===== config.mk =====
export PLATFORM = sky130hd
export DESIGN_NAME = gpio_in_flat
export DESIGN_NICKNAME = d
export VERILOG_FILES = /design/src/rtl/gpio_in_pkg.sv /design/src/rtl/gpio_in_if.sv /design/src/rtl/gpio_in_debounce.sv /design/src/rtl/gpio_in.sv /design/src/flat_wrapper.sv
export SDC_FILE = /design/constraint.sdc
export NUM_CORES = 1
export LEC_CHECK = 0
export CELL_PAD_IN_SITES_DETAIL_PLACEMENT = 0
export CELL_PAD_IN_SITES_GLOBAL_PLACEMENT = 1
export CORE_MARGIN = 8
export CORE_UTILIZATION = 40
export CTS_CLUSTER_DIAMETER = 200
export CTS_CLUSTER_SIZE = 10
export DETAILED_ROUTE_END_ITERATION = 10
export GPL_TIMING_DRIVEN = 0
export PLACE_DENSITY = 0.82
export SYNTH_ARGS = -nofsm -noshare
export SYNTH_HDL_FRONTEND = slang
export SYNTH_SLANG_ARGS = --single-unit

===== constraint.sdc =====
create_clock -name clk -period 12.15 [get_ports clk]
set_input_delay 3.645 -clock clk [delete_from_list [all_inputs] [get_ports clk]]
set_output_delay 3.645 -clock clk [all_outputs]
set_load 0.05 [all_outputs]

===== src/rtl/gpio_in_pkg.sv =====
// Shared register map and address decode for the GPIO blocks.
// Used by gpio_in and by the output GPIO block for its address.
package gpio_in_pkg;

    localparam logic [31:0] GPIO_BASE_DEF = 32'h0000_ABD0;
    localparam logic [31:0] OFF_DATA      = 32'h0;
    localparam logic [31:0] OFF_EDGE      = 32'h4;
    localparam logic [31:0] OFF_MASK      = 32'h8;
    localparam int          DB_W          = 8;

    typedef enum logic [1:0] {
        SEL_NONE,
        SEL_DATA,
        SEL_EDGE,
        SEL_MASK
    } reg_sel_e;

    function automatic reg_sel_e reg_decode(
        input logic [31:0] a,
        input logic [31:0] base
    );
        reg_sel_e sel;
        sel = SEL_NONE;
        unique case (1'b1)
            (a == base + OFF_DATA): sel = SEL_DATA;
            (a == base + OFF_EDGE): sel = SEL_EDGE;
            (a == base + OFF_MASK): sel = SEL_MASK;
            default:                sel = SEL_NONE;
        endcase
        return sel;
    endfunction

endpackage


===== src/rtl/gpio_in_if.sv =====
// Core-side load/store bus of the GPIO input block.
// The core drives the master side, gpio_in takes the slave side.
interface gpio_in_if;

    logic [31:0] A;
    logic        MemWrite;
    logic [31:0] WD;
    logic [31:0] RD;
    logic        Hit;

    modport master (
        output A, MemWrite, WD,
        input  RD, Hit
    );

    modport slave (
        input  A, MemWrite, WD,
        output RD, Hit
    );

endinterface


===== src/rtl/gpio_in_debounce.sv =====
// One-bit pin conditioner: two-flop synchronizer plus optional debounce.
// Debounce counter exists only when GPIO_IN_DEBOUNCE_EN is defined.
module gpio_in_debounce
    import gpio_in_pkg::*;
#(
    parameter int DB_CYCLES = 4
) (
    input  logic clk,
    input  logic reset,
    input  logic pin,
    output logic stable,
    output logic rise
);

    if (DB_CYCLES < 2 || DB_CYCLES > 255) begin : g_bad_db
        $error("gpio_in_debounce: DB_CYCLES out of range 2..255");
    end

    logic s1_q, s1_d;
    logic s2_q, s2_d;

`ifdef GPIO_IN_DEBOUNCE_EN
    logic            db_q, db_d;
    logic [DB_W-1:0] cnt_q, cnt_d;

    always_comb begin
        s1_d  = pin;
        s2_d  = s1_q;
        db_d  = db_q;
        cnt_d = '0;
        // Count only while s2 disagrees; the final edge flips and rearms.
        if (s2_q != db_q) begin
            if (cnt_q == DB_W'(DB_CYCLES - 1)) begin
                db_d = s2_q;
            end else begin
                cnt_d = cnt_q + DB_W'(1);
            end
        end
    end

    always_ff @(posedge clk) begin
        if (reset) begin
            s1_q  <= 1'b0;
            s2_q  <= 1'b0;
            db_q  <= 1'b0;
            cnt_q <= '0;
        end else begin
            s1_q  <= s1_d;
            s2_q  <= s2_d;
            db_q  <= db_d;
            cnt_q <= cnt_d;
        end
    end

    assign stable = db_q;
    assign rise   = db_d & ~db_q;
`else
    always_comb begin
        s1_d = pin;
        s2_d = s1_q;
    end

    always_ff @(posedge clk) begin
        if (reset) begin
            s1_q <= 1'b0;
            s2_q <= 1'b0;
        end else begin
            s1_q <= s1_d;
            s2_q <= s2_d;
        end
    end

    // Without debounce the second sync flop is the DATA bit itself.
    assign stable = s2_q;
    assign rise   = s2_d & ~s2_q;
`endif

endmodule


===== src/rtl/gpio_in.sv =====
// Memory-mapped GPIO input block: DATA, sticky EDGE (W1C), MASK, IRQ.
// Define GPIO_IN_DEBOUNCE_EN to enable per-pin debounce counters.
module gpio_in
    import gpio_in_pkg::*;
#(
    parameter int          DB_CYCLES = 4,
    parameter logic [31:0] BASE      = GPIO_BASE_DEF
) (
    input  logic        clk,
    input  logic        reset,
    input  logic [31:0] InGPIO,
    gpio_in_if.slave    bus,
    output logic        IRQ
);

    logic [31:0] data;
    logic [31:0] rise;
    logic [31:0] edge_q, edge_d;
    logic [31:0] mask_q, mask_d;
    reg_sel_e    sel;

    for (genvar i = 0; i < 32; i++) begin : g_pin
        gpio_in_debounce #(
            .DB_CYCLES(DB_CYCLES)
        ) u_db (
            .clk   (clk),
            .reset (reset),
            .pin   (InGPIO[i]),
            .stable(data[i]),
            .rise  (rise[i])
        );
    end

    assign sel = reg_decode(bus.A, BASE);

    always_comb begin
        edge_d = edge_q;
        mask_d = mask_q;
        if (bus.MemWrite && sel == SEL_EDGE) begin
            edge_d = edge_q & ~bus.WD;
        end
        // A rising bit on the same edge beats its clear.
        edge_d = edge_d | rise;
        if (bus.MemWrite && sel == SEL_MASK) begin
            mask_d = bus.WD;
        end
    end

    always_ff @(posedge clk) begin
        if (reset) begin
            edge_q <= '0;
            mask_q <= '0;
        end else begin
            edge_q <= edge_d;
            mask_q <= mask_d;
        end
    end

    always_comb begin
        bus.RD = '0;
        unique case (sel)
            SEL_DATA: bus.RD = data;
            SEL_EDGE: bus.RD = edge_q;
            SEL_MASK: bus.RD = mask_q;
            default:  bus.RD = '0;
        endcase
    end

    assign bus.Hit = (sel != SEL_NONE);
    assign IRQ     = |(edge_q & mask_q);

endmodule


===== src/flat_wrapper.sv =====
// flat-port wrapper written by rule: the top's interface ports become plain ports
module gpio_in_flat import gpio_in_pkg::*;
#(
    parameter int          DB_CYCLES = 4,
    parameter logic [31:0] BASE      = GPIO_BASE_DEF
)
  (clk, reset, InGPIO, IRQ, bus_A, bus_MemWrite, bus_WD, bus_RD, bus_Hit);
  gpio_in_if bus_i ();
  input  logic clk;
  input  logic reset;
  input  logic [31:0] InGPIO;
  output logic IRQ;
  input wire logic [$bits(bus_i.A)-1:0] bus_A;
  input wire logic [$bits(bus_i.MemWrite)-1:0] bus_MemWrite;
  input wire logic [$bits(bus_i.WD)-1:0] bus_WD;
  output wire logic [$bits(bus_i.RD)-1:0] bus_RD;
  output wire logic [$bits(bus_i.Hit)-1:0] bus_Hit;
  assign bus_i.A = bus_A;
  assign bus_i.MemWrite = bus_MemWrite;
  assign bus_i.WD = bus_WD;
  assign bus_RD = bus_i.RD;
  assign bus_Hit = bus_i.Hit;
  gpio_in #(.DB_CYCLES(DB_CYCLES), .BASE(BASE)) u_core (.clk(clk), .reset(reset), .InGPIO(InGPIO), .bus(bus_i), .IRQ(IRQ));
endmodule

==> impl_metrics.yaml <==
clocking:
  cts_hold_buf: 0
  cts_sinks: 128
  cts_buffers: 17
  post_cts_resized: 0
  root_buffer: "clkbuf_16"
  clk_latency_ns: 0.42
  h-tree-depth: 4
  cts_setup_buffers: 0
  clock_path_buffers: 2
  cts_tree: "done"
  clk_pin_slew_ns: 0.05
power:
  p_clk_share_pct: 46.3
  vdd_drop_max_mv: 0.0972
  power.switching_uw: 222
  p_per_area_nw_per_um2: 129
  combPwrFrac_pct: 7.7
  seqPwrFrac_pct: 46.0
  p_leak_uw: 0.00275
  p_sw_share_pct: 22.6
  p_int_uw: 762
run_status:
  status: "finished clean"
grt:
  grt_usage_pct: 21.5
  grt_pass1_vias: 5443
  antenna_found_initial: 1
  grt.overflow.total: 0
  grt_max_degree: 17
  grt_pass1_wl_mm: 30.0
worst_setup_path:
  worstSetupEndpointType: "output port"
  ff2ff_path_depth: 2
  worstPathArrival_ns: 6.95
  cp_max_fo: 10
  reg2reg_slack_ns: 11.36
  r2r_end: "u_core.edge_q[9]$_SDFF_PP0_"
  critPathKind: "input pin to output port"
  worstPathRequired_ns: 8.50
  rr_startpoint: "u_core.edge_q[9]$_SDFF_PP0_"
  worstSetupStartpointType: "input pin"
timing:
  hold_viol_final: 0
  setup_viol: 0
  clock_skew_ns: 0.00642
  rsz0062_at_grt: "no"
  post-route-period-util_pct: 87.2
  report.final.slew_viol_count: 0
  timing.fmax_mhz: 94.4
  tightest_slew_ns: 0.791
  finalCriticalPeriod_ns: 10.59
  tns_ns: 0
  slew_headroom_pct: 47.3
synth:
  avgSynthCellArea_um2: 9.59
  ys_top_cells_by_area: "dfxtp_1, nor2b_1, o31ai_2"
  postSynthCellCount: 580
  ys_warn_count: 0
  ys_seq_elements: 128
  yosys.area.top_type: "dfxtp_1"
  synth_area_um2: 5560
  ys_types: 30
  ys_seq_area_share_pct: 46.1
  yosysTopAreaCellShare_pct: 46.1
  synth_nets: 679
route:
  first_pass_iters: 6
  vias: 5322
  drt_iter0_markers: 486
  drtAntennaViolNets: 0
  m1WireLength_mm: 8.07
  route.met3.wl_mm: 1.42
  wl_per_cell_um: 20.8
  top_layer: "met5"
  wl_met2_mm: 9.22
  wirelength_mm: 19.1
  drc: 0
  avgViaCountPerCell: 5.78
placement:
  port_buffers: 131
  globalplace.congestion: 0.894
  placed_area_um2: 7100
  dp_hpwl_mm: 14.2
die:
  die_w_um: 134
  io_pins: 133
  design.die.area_um2: 17900
  die_h_um: 134
  start_util_pct: 40.5
  coreArea_um2: 13700
  row_count: 43
layout:
  areaGrowthSynthToFinish_pct: 36.9
  fin_nets: 829
  antenna_cells: 0
  layout_commonest_cell: "clkdlybuf4s50_1"
  layout-drive-gt1-share_pct: 10.7
  most-common-layout-cells: "clkdlybuf4s50_1, dfxtp_1, a21oi_1"
  design_area_um2: 7620
run:
  max_cap_viol_count: 0
min_path:
  hold_path_depth: 1
  hold_path_end: "u_core.g_pin[9].u_db.stable$_SDFF_PP0_"
  min_path_type: "flop to flop"
  hp-start: "u_core.g_pin[9].u_db.s1_q$_SDFF_PP0_"
cells in the mapped netlist, drive strengths merged:
library cell  number
dfxtp            128
a21oi             65
clkbuf            36
inv                1
a221oi             2
nor2b             64
or2                1
a221o             32
nand3              2
a22o               2
a22oi             12
nor4b              1
nor2               1
nand2b            32
nor4               6
or4b               3
and4               1
nand2             33
buf               22
nand4             36
o31ai             64
nand4b             1
or4                3
and3              32
worst max-delay path, stage by stage:
cell and delay [ns]:
clkdlybuf4s50_1 0.41, nor4_1 0.33, and4_1 0.27, clkbuf_1 0.43
buf_2 0.33, clkbuf_1 0.44, nand2_1 0.12, a21oi_1 0.14
clkdlybuf4s50_1 0.83
flip-flops by register name, summed over array words and instances, names as in the netlist:
| signal | cells |
|---|---|
| u_core.edge_q | 32 |
| u_core.g_pin.u_db.s1_q | 32 |
| u_core.g_pin.u_db.stable | 32 |
| u_core.mask_q | 32 |
worst max-delay path by stage:
stage	start	end	slack (ns)	cells past startpoint
final	bus_A[16]	bus_Hit	1.56	9
after global routing	bus_A[19]	bus_Hit	1.34	9
after CTS	bus_A[16]	bus_Hit	1.58	9
after detailed placement	bus_A[16]	bus_Hit	1.60	9
after global placement	bus_A[16]	bus_Hit	1.64	9
after floorplan	bus_A[16]	bus_Hit	2.81	7
power groups by stage:
| stage | Clock, uW | Combinational, uW | Sequential (uW) |
|---|---|---|---|
| 2_1_floorplan | 0 | 32.6 | 455 |
| 3_3_place_gp | 0 | 74.1 | 460 |
| 3_5_place_dp | 0 | 75.8 | 461 |
| 4_1_cts | 461 | 76.5 | 452 |
| 5_1_grt | 480 | 82.4 | 454 |
| 6_report | 456 | 76.1 | 452 |
logic make-up after synthesis:
logic type | synth area share, %
AOI/OAI and AO/OA | 25.2
buffers and inverters | 5.04
DFF | 46.1
and+or+nand+nor | 23.7
stage by stage:
| stage | utilization, % | hold slack [ns] | instances | total power [uW] | worst slack, ns |
|---|---|---|---|---|---|
| after floorplan | - | 0.439 | 580 | 487 | 2.81 |
| after global placement | 51.7 | 0.448 | 891 | 534 | 1.64 |
| after detailed placement | 51.7 | 0.454 | 891 | 537 | 1.60 |
| after CTS | 55.5 | 0.465 | 920 | 989 | 1.58 |
| after global routing | 55.5 | 0.476 | 920 | 1020 | 1.34 |
| final | 55.5 | 0.462 | 920 | 985 | 1.56 |
cell type report:
class	instances	area, um2
multi-input cells	393	2720
flip-flops and latches	128	2560
clock buffers	21	450
plain buffers	58	277
repair buffers	131	1310
well taps	180	225
inverters	1	3.75
fillers	1266	6100
clock inverters	8	67.6
metal layers:
layer	vias up	track usage [%]
met2	241	34.2
met4	2	9.11
met3	32	6.43
met5	-	0
met1	2578	26.6
li1	2469	-
Note: power is estimated with default switching activity, not from simulation.
